File: src/rtl/hazard_sequencer.sv
// Stall/flush scheduler for the 5-stage pipeline: arbitrates data-memory wait,
// load-use hazards and control-flow redirects, sequences multi-cycle bubbles
// and keeps saturating stall/redirect statistics.
module hazard_sequencer #(
   parameter int unsigned LOAD_USE_BUBBLES = 1,
   parameter int unsigned REDIRECT_BUBBLES = 1,
   parameter int unsigned CNT_W            = 16
) (
   input  logic             clk,
   input  logic             reset,
   input  logic             jump,
   input  logic             bne,
   input  logic             jr,
   input  logic             id_ex_memread,
   input  logic [4:0]       id_ex_rt,
   input  logic [4:0]       if_id_rs,
   input  logic [4:0]       if_id_rt,
   input  logic             mem_busy,
   input  logic             clear_stats,
   output logic             pc_write,
   output logic             if_id_write,
   output logic             if_flush,
   output logic             id_flush,
   output logic             pipe_hold,
   output logic [CNT_W-1:0] stall_count,
   output logic [CNT_W-1:0] flush_count,
   output logic [1:0]       state
);

   localparam int unsigned BUB_W = 4;

   typedef enum logic [1:0] {
      ST_RUN      = 2'd0,
      ST_LD_STALL = 2'd1,
      ST_REDIRECT = 2'd2,
      ST_BAD      = 2'd3
   } state_t;

   state_t           state_q;
   state_t           state_d;
   logic [BUB_W-1:0] cnt_q;
   logic [BUB_W-1:0] cnt_d;
   logic             stall_inc;
   logic             flush_inc;
   logic             lu_hazard;
   logic             redirect;

   // Hazard and redirect detection from the ID/EX operand fields
   assign lu_hazard = id_ex_memread && (id_ex_rt != 5'd0) &&
                      ((id_ex_rt == if_id_rs) || (id_ex_rt == if_id_rt));
   assign redirect  = jump | bne | jr;

   assign state = state_q;

   // Next-state, bubble counter and pipeline control outputs
   always_comb begin
      state_d     = state_q;
      cnt_d       = cnt_q;
      pc_write    = 1'b1;
      if_id_write = 1'b1;
      if_flush    = 1'b0;
      id_flush    = 1'b0;
      pipe_hold   = 1'b0;
      stall_inc   = 1'b0;
      flush_inc   = 1'b0;

      if (reset) begin
         pc_write    = 1'b0;
         if_id_write = 1'b0;
         if_flush    = 1'b1;
         id_flush    = 1'b1;
         state_d     = ST_RUN;
         cnt_d       = '0;
      end else if (mem_busy) begin
         // Whole pipeline frozen; sequencing resumes where it left off
         pc_write    = 1'b0;
         if_id_write = 1'b0;
         pipe_hold   = 1'b1;
         stall_inc   = 1'b1;
      end else begin
         case (state_q)
            ST_LD_STALL: begin
               pc_write    = 1'b0;
               if_id_write = 1'b0;
               id_flush    = 1'b1;
               stall_inc   = 1'b1;
               cnt_d       = cnt_q - BUB_W'(1);
               if (cnt_q <= BUB_W'(1)) begin
                  state_d = ST_RUN;
                  cnt_d   = '0;
               end
            end
            ST_REDIRECT: begin
               // Wrong-path fetches are discarded; further redirects ignored
               if_flush = 1'b1;
               cnt_d    = cnt_q - BUB_W'(1);
               if (cnt_q <= BUB_W'(1)) begin
                  state_d = ST_RUN;
                  cnt_d   = '0;
               end
            end
            default: begin
               if (lu_hazard) begin
                  // Branch operands are not valid yet, so any redirect waits
                  pc_write    = 1'b0;
                  if_id_write = 1'b0;
                  id_flush    = 1'b1;
                  stall_inc   = 1'b1;
                  if (LOAD_USE_BUBBLES > 1) begin
                     state_d = ST_LD_STALL;
                     cnt_d   = BUB_W'(LOAD_USE_BUBBLES - 1);
                  end
               end else if (redirect) begin
                  // A plain jump resolves early enough that ID stays valid
                  if_flush  = 1'b1;
                  id_flush  = bne | jr;
                  flush_inc = 1'b1;
                  if (REDIRECT_BUBBLES > 1) begin
                     state_d = ST_REDIRECT;
                     cnt_d   = BUB_W'(REDIRECT_BUBBLES - 1);
                  end
               end
               // Illegal encoding drops straight back to RUN
               if (state_q == ST_BAD) begin
                  state_d = ST_RUN;
                  cnt_d   = '0;
               end
            end
         endcase
      end
   end

   // State, bubble counter and saturating statistics registers
   always_ff @(posedge clk) begin
      if (reset) begin
         state_q     <= ST_RUN;
         cnt_q       <= '0;
         stall_count <= '0;
         flush_count <= '0;
      end else begin
         state_q <= state_d;
         cnt_q   <= cnt_d;
         if (clear_stats) begin
            stall_count <= '0;
            flush_count <= '0;
         end else begin
            if (stall_inc && (stall_count != {CNT_W{1'b1}}))
               stall_count <= stall_count + CNT_W'(1);
            if (flush_inc && (flush_count != {CNT_W{1'b1}}))
               flush_count <= flush_count + CNT_W'(1);
         end
      end
   end

endmodule

File: config.mk
export PLATFORM = sky130hd
export DESIGN_NAME = hazard_sequencer
export DESIGN_NICKNAME = d
export VERILOG_FILES = /design/src/rtl/hazard_sequencer.sv
export SDC_FILE = /design/constraint.sdc
export NUM_CORES = 1
export LEC_CHECK = 0
export ABC_AREA = 0
export BUFFER_PORTS_ARGS = -buffer_cell sky130_fd_sc_hd__buf_2
export CORE_AREA = 2 2 72 74
export CTS_CLUSTER_DIAMETER = 80
export DETAILED_ROUTE_END_ITERATION = 10
export DIE_AREA = 0 0 74 76
export GPL_ROUTABILITY_DRIVEN = 0
export SETUP_SLACK_MARGIN = 0.3
export SYNTH_ARGS = -nofsm -noshare
export SYNTH_HDL_FRONTEND = slang
export SYNTH_SLANG_ARGS = --single-unit
File: constraint.sdc
create_clock -name clk -period 2.7 [get_ports clk]
set_input_delay 0.27 -clock clk [delete_from_list [all_inputs] [get_ports clk]]
set_output_delay 0.27 -clock clk [all_outputs]
set_load 0.01 [all_outputs]
==> results.md, run 1 <==
* Outcome: completed
* Origin of the worst min-delay path: clear_stats
* Crit path kind: reg2reg
* Clock slew at reported path FFs at 0.07 ns
* Clock latency reported for the late side of the worst-skew pair at 0.28 ns
* Vertical die dimension at 76 µm
* Count of standard-cell rows at 26
* Maximum count of clock buffers along a single path at 2
* HPWL Detailed at 3.46 mm
* Xor-xnor portion of the synthesized cell area at 5.14%
* Proportion of layout cells with a drive suffix above 1 at 25.8%
* Hold buffers post-CTS at 0
* Max-slew violation count at 0
* CTS Sinks at 32
* Per-instance average area after synthesis at 7.98 µm²
* First-pass GRT wire length at 8.02 mm
* Cell area after placement at 2230 µm²
* Final Total Pwr at 1040 µW
* Residual antenna-violating net count after detailed routing at 0
* Effective utilization at floorplan at 38.2%
* Pwr per Cell Area at 445 nW/µm²
* Number of antenna violations at the first check in global routing at 0
* Worst Hold Endpoint: stall_count[12]$_SDFFE_PP0P_
* Max FO, Critical Path at 16
* Remaining DRCs at 0
* Biggest cell delay along the critical path at 0.44 ns
* Maximum number of pins on one net before global-route repair at 27
* Maximum Capacitance Violations at 0
* Largest family of logic cells by synthesized area: simple AND/OR/NAND/NOR gates
* Via Count at 1942
* Top_reg_cell synth: dfxtp_1
* Fin crit share at 76.1%
* Worst Setup Start Kind: flop
* Cell-by-cell listing of the critical path: ha_1, nand4_1, nor4_1, nor3_1, a21oi_1, buf_4, mux2i_1, nor2_1
* Headroom to the max-slew limit at 60.4%
* Transition at the pin with the smallest max-transition slack at 0.591 ns
* Peak supply drop at 0.255 mV
* Count of instances resized after the clock tree is built at 0
* Bufs and invs on worst path at 1
* Type of the most critical hold path: in2reg
* PortBufs at 59
* Diodes inserted at 0
* Core box area at 4910 µm²
* Number of failing hold endpoints at the final stage at 0
* Aggregate routed wire length at 4.69 mm
* Reg-to-reg startpoint: stall_count[0]$_SDFFE_PP0P_
* Worst r2r path cells at 8
* Type of destination of the critical path: flop
* Arr. time, crit path at 2.23 ns
* Unique masters post-synth at 41
* GRT Resource Usage Total at 17.7%
* Post-synthesis cell count at 235
* Endpoint of the most critical register-to-register path: stall_count[1]$_SDFFE_PP0P_
* Yosys reg bits at 32
* Min-Delay Path Depth at 4
* Post-synthesis adder-cell area fraction at 1.33%
* Required time of the critical path at 2.87 ns
* Synth Area in Compound Gates at 24.9%
* CP top delay family: simple AND/OR/NAND/NOR gates
* Area Growth Syn to Fin at 24.4%
* Post-synthesis share of cell area spent on and, or, nand and nor gates at 29.4%
* Setup Total Neg Slack at 0 ns
* Min cycle time layout at 2.06 ns
* TritonCTS clock tree: done
* RSZ-0062 raised after global routing: false
* Routed wire length per instance at 12.9 µm
* Max Clock Skew at 0.00206 ns
* Number of warnings issued by yosys at 0
* Root Driver: clkbuf_8
* Number of global-route vias before repair at 1748
* Number of top-level pins at 62
* Async SR Flop Fraction at 0%
* Max Fclk at 0.487 GHz
* Sequential cell area fraction in the yosys report at 34.2%
* Horizontal extent of the die at 74 µm
* Number of iterations in the first detailed-routing pass at 4
* Number of setup violations in the final report at 0
* Final standard cell area without fillers at 2330 µm²
* Setup crit start: stall_count[0]$_SDFFE_PP0P_
* Remaining global-route overflow at 0
* # fillers at 495
* Mux share of post-synthesis cell area at 0.534%
* Nets at 319
* Netlist area before placement at 1880 µm²
* Total CTS buffers at 5
* Iteration-0 DRC count of the detailed router at 99
* Via density per instance at 5.32
* Post-CTS setup-driven buffer insertion count at 0
* Crit-path slowest cell: nor4_1
* Standby leakage power at 0.000878 µW
* Deepest level of the CTS H-tree at 2
* Flop-to-flop setup slack at 0.64 ns
* Area of the die at 5620 µm²
* Number of enable-type register cells in the synthesized netlist at 0
==> routing by layer <==
layer  GRT usage [%]  vias up  part of all wire (%)
li1                -     1006                     -
met4            6.73        0                   1.4
met1            22.6      894                    46
met5               0        -                     0
met3            4.10        6                   4.0
met2            28.5       36                    48
==> area by class of cell <==
type | instances | area, µm² | share of cell area (%)
Timing Repair Buffer | 63 | 325 | 13.9
Clock inverter | 2 | 35.0 | 1.50
Clock buffer | 6 | 72.6 | 3.11
Inverter | 4 | 15.0 | 0.643
Tap cell | 70 | 87.6 | 3.75
Multi-Input combinational cell | 188 | 1160 | 49.6
Sequential cell | 32 | 641 | 27.5
==> flip-flops by register name, indices dropped and copies added (netlist names) <==
name / flops
stall_count: 16
flush_count: 16
==> cells in the final DEF, fill, tap and decap left out, types with 2 or more instances in the layout <==
| cell | instances |
|---|---|
| buf_4 | 4 |
| dfxtp_1 | 32 |
| xnor2_1 | 10 |
| a31oi_1 | 2 |
| nand2_1 | 14 |
| inv_1 | 3 |
| o31ai_1 | 12 |
| ha_1 | 2 |
| and2_1 | 2 |
| and3_1 | 6 |
| nor3_1 | 6 |
| or3_1 | 14 |
| buf_2 | 59 |
| a21oi_1 | 29 |
| o21ai_0 | 19 |
| or4_1 | 12 |
| conb_1 | 2 |
| a41o_1 | 2 |
| nand4_1 | 7 |
| nand3_1 | 18 |
| nor2_1 | 14 |
| clkbuf_8 | 5 |
==> where the power goes <==
group	total, µW	internal (µW)	switching (µW)	leakage (µW)
registers	475	473	1.92	0.000258
clock network	458	274	184	0.0000552
logic	106	44.0	62.3	0.000565
total	1040	791	248	0.000878
==> synth_stat cells (3+ instances only) <==
cell | count | area (µm²)
and3_1 | 6 | 37.5
clkbuf_1 | 6 | 22.5
or3_1 | 14 | 87.6
nor2_1 | 14 | 52.6
nand3_1 | 18 | 90.1
nand4_1 | 7 | 43.8
inv_1 | 3 | 11.3
or4_1 | 12 | 90.1
o31ai_1 | 12 | 90.1
a21oi_1 | 29 | 145
dfxtp_1 | 32 | 641
nor3_1 | 6 | 30.0
o21ai_0 | 19 | 95.1
buf_4 | 3 | 22.5
nand2_1 | 14 | 52.6
xnor2_1 | 10 | 87.6
==> cell families after synthesis <==
kind of cell             count (synthesis)
AND/OR/NAND/NOR                        100
AO/OA/AOI/OAI                           72
flip-flops                              32
buffers and inverters                   16
XOR/XNOR                                11
adder cells (fa/ha/maj)                  2
other                                    1
multiplexers                             1
==> metrics by stage <==
stage | std cells | setup slack [ns] | hold slack (ns) | util, %
floorplan | 236 | 0.710 | 0.452 | -
finish | 365 | 0.645 | 0.289 | 47.5
global placement | 357 | 0.513 | 0.484 | 45.3
CTS | 365 | 0.633 | 0.282 | 47.5
global route | 365 | 0.434 | 0.336 | 47.5
detailed placement | 357 | 0.484 | 0.484 | 45.3
==> worst reg2reg max path, stage by stage, from the launching register on <==
cell and delay, ns:
dfxtp_1 0.41, ha_1 0.22, nand4_1 0.17, nor4_1 0.44, nor3_1 0.10, a21oi_1 0.17
buf_4 0.21, mux2i_1 0.20, nor2_1 0.05
==> worst max path at each step <==
stage	end	slack, ns	cells after the start
2_1_floorplan	stall_count[1]$_SDFFE_PP0P_	0.71	8
5_1_grt	flush_count[15]$_SDFFE_PP0P_	0.43	6
6_report	stall_count[1]$_SDFFE_PP0P_	0.64	8
3_3_place_gp	flush_count[2]$_SDFFE_PP0P_	0.51	7
4_1_cts	stall_count[1]$_SDFFE_PP0P_	0.63	8
3_5_place_dp	flush_count[9]$_SDFFE_PP0P_	0.48	6
(Power assumes the default switching activity.)
==> inputs of run 2 (changes only) <==
==> constraint.sdc (replaced) <==
create_clock -name clk -period 1.9 [get_ports clk]
set_input_delay 0.19 -clock clk [delete_from_list [all_inputs] [get_ports clk]]
set_output_delay 0.19 -clock clk [all_outputs]
set_load 0.01 [all_outputs]
==> run 2 against run 1 <==
Compared with the run above: flip-flop and latch count did not move; register-to-register slack got worse by 0.50 ns; highest routed layer unchanged; die area unchanged; via count grew 16%; final cell count grew 16%.
==> results.md, run 2 (same netlist as run 1, synthesis figures left out) <==
* Number of setup violations in the final report at 0
* Root Driver: clkbuf_8
* Cell area after placement at 2530 µm²
* Worst hold margin at 0.224 ns
* Count of standard-cell rows at 26
* Remaining DRCs at 0
* Routed wire length per instance at 13.3 µm
* HPWL Detailed at 3.67 mm
* CTS Sinks at 32
* Proportion of layout cells with a drive suffix above 1 at 51.7%
* Number of top-level pins at 62
* Horizontal extent of the die at 74 µm
* Diodes inserted at 0
* Max-slew violation count at 0
* Relative contribution of the clock network to total power at 35.3%
* Number of failing hold endpoints at the final stage at 0
* Leading registers by flop count: flush_count x16, stall_count x16
* GRT Resource Usage Total at 20.0%
* Arr. time, crit path at 2.02 ns
* Part of the total power dissipated in sequential elements at 47.3%
* Number of antenna violations at the first check in global routing at 0
* Outcome: completed
* Cell-internal power at 1040 µW
* Fraction of the core area covered by cells at the end of the flow at 62.5%
* Nets at 376
* Maximum Capacitance Violations at 0
* Pwr per Cell Area at 463 nW/µm²
* Final standard cell area without fillers at 3070 µm²
* Max FO, Critical Path at 6
* Setup Total Neg Slack at 0 ns
* Switching power summed over all nets at 385 µW
* Min cycle time layout at 1.80 ns
* Most frequent cells in the layout: buf_2, buf_4, dfxtp_1
* Area of the die at 5620 µm²
* Vertical die dimension at 76 µm
* TritonCTS clock tree: done
* Type of destination of the critical path: flop
* # fillers at 442
* Area Growth Syn to Fin at 63.6%
* Deepest level of the CTS H-tree at 2
* Combinational cell fraction of total power at 17.4%
* Worst Setup Start Kind: input pin
* Maximum number of pins on one net before global-route repair at 22
* Sequential standard cell area at 656 µm²
* Clock latency reported for the late side of the worst-skew pair at 0.28 ns
* Aggregate routed wire length at 5.63 mm
* Headroom to the max-slew limit at 49.4%
* Effective utilization at floorplan at 38.2%
* Total CTS buffers at 5
* Type of the most critical hold path: in2reg
* Crit path kind: in2reg
* Clock slew at reported path FFs at 0.07 ns
* Residual antenna-violating net count after detailed routing at 0
* RSZ-0062 raised after global routing: true
* Leading cell type in the layout, fill and taps excluded: buf_2
* Transition at the pin with the smallest max-transition slack at 0.757 ns
* Max Clock Skew at 0.00213 ns
* Switching Share at 27.1%
* Standby leakage power at 0.00122 µW
* PortBufs at 59
* Hold buffers post-CTS at 0
* Fin crit share at 95.0%
* First-pass GRT wire length at 9.21 mm
* Via Count at 2251
* Max Fclk at 0.554 GHz
* Maximum count of clock buffers along a single path at 2
* Peak supply drop at 0.372 mV
* Area taken by multi-input logic gates at 1440 µm²
* Iteration-0 DRC count of the detailed router at 78
* Via density per instance at 5.33
* Core box area at 4910 µm²
* Remaining global-route overflow at 0
* Required time of the critical path at 2.12 ns
* Number of global-route vias before repair at 2111
* Number of iterations in the first detailed-routing pass at 4
run 2: path summary, 6_finish.rpt:
kind,slack (ns),startpoint,to,depth (start not counted)
max reg2reg,0.14,stall_count[1]$_SDFFE_PP0P_,stall_count[9]$_SDFFE_PP0P_,6
max,0.1,id_ex_rt[4],flush_count[13]$_SDFFE_PP0P_,8
min reg2reg,0.50,stall_count[10]$_SDFFE_PP0P_,stall_count[10]$_SDFFE_PP0P_,2
min,0.22,clear_stats,stall_count[12]$_SDFFE_PP0P_,4
run 2: cell type report:
cell class                      count  share of cell area [%]
Clock buffer                        5                    2.24
Clock inverter                      3                   0.448
Inverter                            4                   0.489
Multi-Input combinational cell    191                    46.9
Sequential cell                    32                    21.4
Tap cell                           70                    2.85
Timing Repair Buffer              117                    25.7
run 2: worst max-delay path, cell delays in order:
cell and delay, ns:
buf_6 0.09, or4_4 0.54, o21ai_4 0.25, buf_6 0.14, buf_6 0.09, o211ai_4 0.11, or4_1 0.50, a21oi_1 0.12
run 2: metrics by stage:
step                      std cells  total power, µW  setup WS, ns
after floorplan                 236              793        0.0479
after global placement          391              865        -0.153
after detailed placement        391              867        -0.179
after CTS                       411             1410         0.122
after global routing            422             1490        0.0336
final                           422             1420        0.0957
run 2: what timing repair did:
item	in CTS	in global routing
cloned	3	1
buffers inserted	9	10
resized for setup	31	36
pin swaps	21	24
endpoints found under the setup margin	34	36
endpoints found under the hold margin	0	0
run 2: per-layer routing:
layer	vias to the layer above	track usage [%]	wire (µm)
li1	1133	-	-
met1	1079	25.5	2540
met2	35	33.6	2860
met3	4	3.84	195
met4	0	5.82	37
met5	-	0	0
run 2: power groups by stage:
stage / Combinational, µW / Sequential, µW / Clock (µW)
global route: 265 / 672 / 553
floorplan: 103 / 689 / 0
global placement: 177 / 688 / 0
finish: 247 / 673 / 503
CTS: 219 / 672 / 518
detailed placement: 180 / 688 / 0
